==> config.mk <==
export PLATFORM = sky130hd
export DESIGN_NAME = cla_addsub_pipe
export DESIGN_NICKNAME = d
export VERILOG_FILES = /design/src/rtl/cla_addsub_pipe.sv
export SDC_FILE = /design/constraint.sdc
export NUM_CORES = 1
export LEC_CHECK = 0
export BUFFER_PORTS_ARGS = -buffer_cell sky130_fd_sc_hd__buf_2
export CORE_MARGIN = 5
export CORE_UTILIZATION = 32
export CTS_BUF_LIST = sky130_fd_sc_hd__clkbuf_8
export DETAILED_ROUTE_END_ITERATION = 7
export HOLD_SLACK_MARGIN = 0.12
export SLEW_MARGIN = 30
export SYNTH_ARGS = -nofsm -noshare
export SYNTH_HDL_FRONTEND = slang
export SYNTH_SLANG_ARGS = --single-unit
export TNS_END_PERCENT = 20
==> constraint.sdc <==
create_clock -name clk -period 2.86 [get_ports clk]
set_clock_uncertainty 0.15 [all_clocks]
set_input_delay 0.143 -clock clk [delete_from_list [all_inputs] [get_ports clk]]
set_output_delay 0.143 -clock clk [all_outputs]
set_load 0.05 [all_outputs]
==> src/rtl/cla_addsub_pipe.sv <==
// Pipelined carry-lookahead adder/subtractor built from 4-bit CLA groups.
// Supports wrapping and saturating add/sub, N/Z/V/C flags and a valid/ready handshake.
module cla_addsub_pipe #(
    parameter int WIDTH            = 16,
    parameter int GROUPS_PER_STAGE = 2
) (
    input  logic             clk,
    input  logic             rst_n,
    input  logic             in_valid,
    output logic             in_ready,
    input  logic [WIDTH-1:0] a,
    input  logic [WIDTH-1:0] b,
    input  logic [1:0]       op,
    output logic             out_valid,
    input  logic             out_ready,
    output logic [WIDTH-1:0] result,
    output logic             flag_n,
    output logic             flag_z,
    output logic             flag_v,
    output logic             flag_c
);

    localparam int GBITS   = 4 * GROUPS_PER_STAGE;
    localparam int LATENCY = WIDTH / GBITS;

    typedef struct packed {
        logic [1:0]       op;
        logic             carry;
        logic [WIDTH-1:0] a;
        logic [WIDTH-1:0] bx;
        logic [WIDTH-1:0] res;
    } token_t;

    // tok_q[0] holds the accepted operands; tok_q[k] feeds stage k, tok_d[k] is its output
    logic   valid_q [LATENCY];
    token_t tok_q   [LATENCY];
    token_t tok_d   [LATENCY];
    token_t tok_in;

    logic             advance;
    logic [WIDTH-1:0] fin_result;
    logic             fin_v;
    logic             fin_c;
    logic             a_msb;
    logic             bx_msb;

    assign advance  = !out_valid || out_ready;
    assign in_ready = advance;

    // Returns {group generate, group propagate, 4-bit sum}
    function automatic logic [5:0] cla4(input logic [3:0] x, input logic [3:0] y, input logic ci);
        logic [3:0] p;
        logic [3:0] g;
        logic [3:0] c;
        p    = x ^ y;
        g    = x & y;
        c[0] = ci;
        c[1] = g[0] | (p[0] & ci);
        c[2] = g[1] | (p[1] & g[0]) | (p[1] & p[0] & ci);
        c[3] = g[2] | (p[2] & g[1]) | (p[2] & p[1] & g[0]) | (p[2] & p[1] & p[0] & ci);
        return {g[3] | (p[3] & g[2]) | (p[3] & p[2] & g[1]) | (p[3] & p[2] & p[1] & g[0]),
                &p, p ^ c};
    endfunction

    always_comb begin
        tok_in.op    = op;
        tok_in.carry = op[0];
        tok_in.a     = a;
        tok_in.bx    = op[0] ? ~b : b;
        tok_in.res   = '0;
    end

    always_comb begin : stage_logic
        logic [5:0]  grp;
        int unsigned lo;
        grp = '0;
        lo  = 0;
        for (int unsigned k = 0; k < LATENCY; k++) begin
            tok_d[k] = tok_q[k];
            for (int unsigned g = 0; g < GROUPS_PER_STAGE; g++) begin
                lo                   = k * GBITS + g * 4;
                grp                  = cla4(tok_q[k].a[lo +: 4], tok_q[k].bx[lo +: 4], tok_d[k].carry);
                tok_d[k].res[lo +: 4] = grp[3:0];
                tok_d[k].carry       = grp[5] | (grp[4] & tok_d[k].carry);
            end
        end
    end

    always_comb begin
        a_msb      = tok_d[LATENCY-1].a[WIDTH-1];
        bx_msb     = tok_d[LATENCY-1].bx[WIDTH-1];
        fin_v      = (a_msb == bx_msb) && (tok_d[LATENCY-1].res[WIDTH-1] != a_msb);
        fin_c      = tok_d[LATENCY-1].carry;
        fin_result = tok_d[LATENCY-1].res;
        if (tok_d[LATENCY-1].op[1] && fin_v) begin
            fin_result = a_msb ? {1'b1, {(WIDTH-1){1'b0}}} : {1'b0, {(WIDTH-1){1'b1}}};
        end
    end

    always_ff @(posedge clk or negedge rst_n) begin
        if (!rst_n) begin
            for (int unsigned k = 0; k < LATENCY; k++) begin
                valid_q[k] <= 1'b0;
                tok_q[k]   <= '0;
            end
            out_valid <= 1'b0;
            result    <= '0;
            flag_n    <= 1'b0;
            flag_z    <= 1'b0;
            flag_v    <= 1'b0;
            flag_c    <= 1'b0;
        end else if (advance) begin
            valid_q[0] <= in_valid;
            if (in_valid) begin
                tok_q[0] <= tok_in;
            end
            for (int unsigned k = 1; k < LATENCY; k++) begin
                valid_q[k] <= valid_q[k-1];
                if (valid_q[k-1]) begin
                    tok_q[k] <= tok_d[k-1];
                end
            end
            out_valid <= valid_q[LATENCY-1];
            if (valid_q[LATENCY-1]) begin
                result <= fin_result;
                flag_n <= fin_result[WIDTH-1];
                flag_z <= (fin_result == '0);
                flag_v <= fin_v;
                flag_c <= fin_c;
            end
        end
    end

endmodule

==> summary.txt, run 1 <==
STA
  – Setup TNS: 0 ns
  – Final hold violations: 0
  – Final hold slack: 0.185 ns
  – Worst slew pin tran: 0.742 ns
  – Max Freq: 0.364 GHz
  – Minimum period implied by the final worst setup slack: 2.75 ns
  – Setup violators final: 0
  – Slew margin rel.: 0.506
  – Final Cycle Share: 0.960
  – Max Slew Vio Count: 0

Critical path
  – Worst setup path start: tok_d[26]$_DFFE_PN0P_
  – CP arrival: 2.88 ns
  – Critical path endpoint category: flop
  – CP max FO: 4
  – CP startpoint kind: flop
  – Reg2Reg Depth: 9
  – Setup slack, reg-to-reg: 0.11 ns
  – CP required: 2.99 ns
  – CP Class: reg2reg
  – Reg2reg start: tok_d[26]$_DFFE_PN0P_
  – R2r endpoint: flag_z$_DFFE_PN0P_

Clocking
  – CTS H-tree depth: 3
  – Num CTS Buffers: 9
  – Buffer type at the clock tree root: clkbuf_8
  – CTS Buffer Depth: 2
  – TritonCTS clock tree: yes
  – Clock slew at reported path FFs: 0.08 ns
  – Clock tree sinks: 82
  – Setup Fix Bufs, Post-CTS: 0
  – Worst skew pair latency: 0.36 ns

Logic synthesis
  – Gate Count Post-Synth: 373
  – Synthesized area: 0.00408 mm^2
  – Mean Syn Cell Area: 10.9 um^2
  – Sequential share of the synthesized area: 0.503
  – Synth warnings: 0
  – Syn Nets: 431
  – Post-synthesis cell type count: 44
  – Yosys reg bits: 82

Worst hold path
  – HP Class: in2reg
  – Hold endpoint: tok_d[72]$_DFFE_PN0P_
  – HP Start: op[0]
  – WHS Path Cells: 3

Final layout
  – Commonest non-fill, non-tap cell in the layout: dfrtp_1
  – Final std cells w/o fill: 638
  – Nets: 520
  – Final instance area: 0.00513 mm^2
  – ANT cells: 0
  – Layout cells sized above 1: 0.288
  – Most frequent cells in the layout: 82 x dfrtp_1, 58 x buf_2, 46 x nand2_1
  – P&R area growth vs syn: 25.7%

Status
  – Run status: complete, no violations

Detailed routing
  – ANT nets after route: 0
  – Residual DRC: 0
  – Iteration-0 DRC Markers: 164
  – Via/cell ratio: 4.67
  – Detailed-route via count: 2978
  – WL final: 8840 um
  – Drt pass-1 iters: 4
  – Avg WL per Cell: 13.9 um

Floorplanning
  – Full die area: 0.0151 mm^2
  – Die W: 123 um
  – Initial Utilization: 0.325
  – Die Height: 123 um
  – Top Ports: 60
  – Core Area: 0.0126 mm^2
  – Row count: 41

Place
  – Port Buffers: 59
  – Cell Area, Placed: 0.00456 mm^2
  – Placed Cells: 589
  – Routability cong.: 0.914
  – HPWL after DPL: 6460 um

Global routing
  – Total GRT Usage: 0.128
  – Number of global-route vias before repair: 2995
  – Largest net degree at the start of global routing: 83
  – First-pass GRT wire length: 15000 um
  – Initial antenna violation count: 0
  – Gr ovfl total: 0

Pwr
  – Max VDD drop: 0.444 mV
  – Total power: 6.02 mW
  – Sw Pwr: 2.69 mW
  – Static Leak: 2.31 nW
  – Sw Share: 0.447
  – Pint: 3.33 mW
  – Clock share of power: 0.138
  – Pwr Density: 1170 mW/mm^2
  – Sequential power share: 0.320
  – Gate power share: 0.542

Run
  – MaxCap Viol Count: 0
==> worst max-delay path by stage <==
stage,slack [ns],cells after the start,to
floorplan,0.29,9,flag_z$_DFFE_PN0P_
global placement,0.16,9,flag_z$_DFFE_PN0P_
detailed placement,0.11,9,flag_z$_DFFE_PN0P_
CTS,0.07,9,flag_z$_DFFE_PN0P_
global route,-0.0008,9,flag_z$_DFFE_PN0P_
finish,0.11,9,flag_z$_DFFE_PN0P_
==> kinds of logic after synthesis <==
| group | Yosys count | share of synthesized area |
|---|---|---|
| AOI/OAI and AO/OA | 91 | 0.140 |
| and+or+nand+nor | 83 | 0.0936 |
| DFF | 82 | 0.503 |
| muxes | 38 | 0.105 |
| buffers and inverters | 33 | 0.0340 |
| xor gates and xnor gates | 26 | 0.0558 |
| adders and majority gates | 20 | 0.0687 |
==> final cells by class <==
| cell class | instances | area, um^2 |
|---|---|---|
| fillers | 1232 | 7440 |
| well taps | 172 | 215 |
| clock buffers | 10 | 138 |
| multi-input cells | 258 | 1930 |
| inverters | 13 | 48.8 |
| flip-flops and latches | 82 | 2050 |
| repair buffers | 98 | 692 |
| clock inverters | 5 | 55.1 |
==> worst max-delay path, stage by stage (launching register included) <==
cell	delay, ns
dfrtp_1	0.39
ha_1	0.34
a21o_1	0.19
a221o_2	0.46
fa_1	0.43
xnor2_2	0.23
nand4b_1	0.12
nor3_1	0.14
nand4b_1	0.11
o21ai_1	0.13
==> per-stage QoR <==
| stage | util | setup slack, ns |
|---|---|---|
| 6_report | 0.408 | 0.113 |
| 5_1_grt | 0.408 | -0.000782 |
| 4_1_cts | 0.405 | 0.0696 |
| 3_5_place_dp | 0.363 | 0.107 |
| 3_3_place_gp | 0.362 | 0.164 |
| 2_1_floorplan | - | 0.287 |
==> cells in the mapped netlist, drive strengths merged <==
cell / instances / share of area
and2: 2 / 0.0031
and3: 4 / 0.0061
a22o: 2 / 0.0043
o31ai: 3 / 0.0055
a31oi: 1 / 0.0015
o21bai: 1 / 0.0018
xor2: 5 / 0.011
nand3: 2 / 0.0025
buf: 8 / 0.011
dfrtp: 82 / 0.50
nor3: 3 / 0.0037
nand2b: 3 / 0.0046
o211ai: 1 / 0.0018
nor2: 10 / 0.0092
a211oi: 3 / 0.0067
a221o: 1 / 0.0028
a2bb2oi: 1 / 0.0021
o21ai: 47 / 0.058
a2111oi: 1 / 0.0067
clkbuf: 12 / 0.011
or2: 1 / 0.0015
a21o: 5 / 0.0095
ha: 16 / 0.049
mux2: 38 / 0.10
nand2: 47 / 0.043
or4: 1 / 0.0018
nor2b: 1 / 0.0015
a21oi: 22 / 0.033
nor4: 4 / 0.0061
nand4: 1 / 0.0015
a22oi: 2 / 0.0037
nand4b: 3 / 0.0064
inv: 13 / 0.012
o311ai: 1 / 0.0021
fa: 4 / 0.020
xnor2: 21 / 0.045
nor4b: 1 / 0.0021
==> sequential cells by signal, summed over array words and instances, names as in the netlist <==
signal	cells
valid_q	2
flag_c	1
tok_d	57
bx_msb	1
tok_q	1
result	16
flag_v	1
out_valid	1
flag_z	1
a_msb	1
==> power by group through the flow <==
stage / Combinational (mW) / Sequential, mW / Clock, mW
3_5_place_dp: 3.13 / 1.95 / 0
3_3_place_gp: 3.06 / 1.93 / 0
4_1_cts: 3.17 / 1.92 / 0.861
6_report: 3.26 / 1.93 / 0.830
5_1_grt: 3.59 / 1.99 / 0.913
2_1_floorplan: 2.07 / 2.24 / 0
==> repair_timing <==
| action | 4_1_cts | 5_1_grt |
|---|---|---|
| hold endpoints to repair | 115 | 0 |
| resized for setup | 0 | 5 |
| setup endpoints to repair | 0 | 2 |
| hold buffers | 34 | 0 |
==> metal layers <==
metal	wire length, um	track usage	vias to the layer above
met5	0	0	-
met4	127	0.0420	0
met3	451	0.0384	10
met2	3780	0.184	63
met1	4490	0.183	1432
li1	-	-	1473
No activity file was read; power rests on OpenSTA's default activity.
==> inputs of run 2 (changes only) <==
--- a/config.mk
+++ b/config.mk
@@ -11,6 +11,7 @@
 export CTS_BUF_LIST = sky130_fd_sc_hd__clkbuf_8
 export DETAILED_ROUTE_END_ITERATION = 7
 export HOLD_SLACK_MARGIN = 0.12
+export RECOVER_POWER = 25
 export SLEW_MARGIN = 30
 export SYNTH_ARGS = -nofsm -noshare
 export SYNTH_HDL_FRONTEND = slang
==> run 2 against run 1 <==
Net effect:
- the run now ends with max-capacitance violations, max-slew violations left
- final cell count unchanged
- via count shrank 0.74%
- highest routed layer unchanged
- global-route usage is the same
- critical path depth unchanged
- sequential share of layout area hardly changed
- first-iteration DRC count rose by 5.5%
- sequential cell count did not move
- power barely moved
- worst hold slack is essentially flat
- non-clock buffer count unchanged
- clock power is essentially flat
==> summary.txt, run 2 (synthesis gave the netlist of run 1 again) <==
Run
  – MaxCap Viol Count: 1 (+1)

Place
  – HPWL after DPL: 6460 um (unchanged)
  – Routability cong.: 0.914 (unchanged)
  – Port Buffers: 59 (unchanged)
  – Cell Area, Placed: 0.00456 mm^2 (unchanged)
  – Placed Cells: 589 (unchanged)
  – Pre-CTS setup slack: 0.107 ns (unchanged)

Critical path
  – Reg2reg start: tok_d[26]$_DFFE_PN0P_
  – Critical path endpoint category: flop
  – Crit-path slowest cell: a221o_2
  – CP required: 2.99 ns (about the same)
  – Setup slack, reg-to-reg: 0.11 ns (about the same)
  – Reg2Reg Depth: 9 (unchanged)
  – CP Class: reg2reg
  – Critical Path Most Common Cell: nand4b_1
  – Instance count on the critical path: 9 (unchanged)
  – CP delay by family, top: compound AO/OA/AOI/OAI gates
  – CP startpoint kind: flop
  – CP max FO: 4 (unchanged)
  – Buf/Inv on CP: 0 (unchanged)
  – R2r endpoint: flag_z$_DFFE_PN0P_
  – CP arrival: 2.88 ns (about the same)
  – CP max stage delay: 0.46 ns (about the same)
  – Worst setup path start: tok_d[26]$_DFFE_PN0P_
  – Worst path cell trace: ha_1, a21o_1, a221o_2, fa_1, xnor2_2, nand4b_1, nor3_1, nand4b_1, o21ai_1

Global routing
  – First-pass GRT wire length: 15000 um (unchanged)
  – Largest net degree at the start of global routing: 83 (unchanged)
  – Total GRT Usage: 0.128 (unchanged)
  – Number of global-route vias before repair: 2995 (unchanged)
  – Gr ovfl total: 0 (unchanged)
  – Initial antenna violation count: 0 (unchanged)

Detailed routing
  – Avg WL per Cell: 13.8 um (-0.41%)
  – WL final: 8810 um (-0.41%)
  – Residual DRC: 0 (unchanged)
  – Iteration-0 DRC Markers: 173 (+5.5%)
  – Detailed-route via count: 2956 (-0.74%)
  – Drt pass-1 iters: 4 (unchanged)
  – Via/cell ratio: 4.63 (-0.74%)
  – ANT nets after route: 0 (unchanged)

Final layout
  – Layout cells sized above 1: 0.288 (unchanged)
  – Commonest non-fill, non-tap cell in the layout: dfrtp_1
  – Final std cells w/o fill: 638 (unchanged)
  – Final instance area: 0.00512 mm^2 (-0.12%)
  – Nets: 520 (unchanged)
  – Most frequent cells in the layout: 82 x dfrtp_1, 58 x buf_2, 46 x nand2_1
  – ANT cells: 0 (unchanged)
  – Max reg flops: 57 (unchanged)
  – P&R area growth vs syn: 25.6%

Worst hold path
  – Hold endpoint: tok_d[72]$_DFFE_PN0P_
  – WHS Path Cells: 3 (unchanged)
  – HP Start: op[0]
  – HP Class: in2reg

Floorplanning
  – Row count: 41 (unchanged)
  – Die Height: 123 um (unchanged)
  – Initial Utilization: 0.325 (unchanged)
  – Core Area: 0.0126 mm^2 (unchanged)
  – Full die area: 0.0151 mm^2 (unchanged)
  – Die W: 123 um (unchanged)
  – Top Ports: 60 (unchanged)

STA
  – Minimum period implied by the final worst setup slack: 2.75 ns (-0.00108 ns)
  – Final hold violations: 0 (unchanged)
  – Worst slew pin tran: 2.00 ns (+1.26 ns)
  – Slew margin rel.: -0.335 (-0.840)
  – Final worst setup slack: 0.114 ns (+0.00108 ns)
  – Final Cycle Share: 0.960 (about the same)
  – Max Freq: 0.364 GHz (about the same)
  – Setup violators final: 0 (unchanged)
  – Max Slew Vio Count: 83 (+83)

Status
  – Failing checks: max-capacitance violations, max-slew violations
  – Run status: finished with violations

Pwr
  – Max VDD drop: 0.444 mV (about the same)
  – Pwr Density: 1170 mW/mm^2 (about the same)
  – Static Leak: 2.31 nW (about the same)

Clocking
  – Buffer type at the clock tree root: clkbuf_8
  – Worst skew pair latency: 0.36 ns (about the same)
  – Clock slew at reported path FFs: 0.08 ns (about the same)
  – Num CTS Buffers: 9 (unchanged)
  – Clock tree sinks: 82 (unchanged)
  – CTS H-tree depth: 3 (unchanged)
  – TritonCTS clock tree: yes
  – CTS Buffer Depth: 2 (unchanged)
  – Setup Fix Bufs, Post-CTS: 0 (unchanged)
-- run 2: through the flow --
step	power, mW	TNS (ns)	hold WS (ns)	util
floorplan	4.31	0	-0.303	-
global placement	4.98	0	0.226	0.362
detailed placement	5.07	0	0.0960	0.363
CTS	5.96	0	0.176	0.405
global route	6.50	-0.000782	0.202	0.407
finish	6.01	0	0.185	0.407
-- run 2: worst max-delay path by stage --
stage	endpoint	slack, ns
6_report	flag_z$_DFFE_PN0P_	0.11
5_1_grt	flag_z$_DFFE_PN0P_	-0.0008
3_3_place_gp	flag_z$_DFFE_PN0P_	0.16
4_1_cts	flag_z$_DFFE_PN0P_	0.07
3_5_place_dp	flag_z$_DFFE_PN0P_	0.11
2_1_floorplan	flag_z$_DFFE_PN0P_	0.29
-- run 2: worst register-to-register path, stage by stage (launching register included) --
cell      delay, ns
dfrtp_1        0.39
ha_1           0.34
a21o_1         0.19
a221o_2        0.46
fa_1           0.43
xnor2_2        0.23
nand4b_1       0.12
nor3_1         0.14
nand4b_1       0.11
o21ai_1        0.13
-- run 2: layout make-up --
cell class / instances / area, um^2
Fill cell: 1233 / 7450
Sequential cell: 82 / 2050
Multi-Input combinational cell: 258 / 1930
Timing Repair Buffer: 98 / 686
Tap cell: 172 / 215
Clock buffer: 10 / 138
Clock inverter: 5 / 55.1
Inverter: 13 / 48.8
-- run 2: layer usage --
| metal | wire [um] | GRT usage |
|---|---|---|
| met1 | 4400 | 0.183 |
| met2 | 3800 | 0.184 |
| met3 | 486 | 0.0384 |
| met4 | 119 | 0.0420 |
| met5 | 0 | 0 |
-- run 2: power breakdown --
| group | total, mW | internal (mW) | switching, mW | leakage, nW |
|---|---|---|---|---|
| sequential | 1.93 | 1.60 | 0.326 | 0.994 |
| clock | 0.831 | 0.419 | 0.412 | 0.0941 |
| combinational | 3.26 | 1.31 | 1.95 | 1.22 |
-- run 2: what timing repair did --
item                       CTS  global route
gates resized for setup      0             5
hold endpoints to repair   115             0
hold buffers                34             0
setup endpoints to repair    0             2
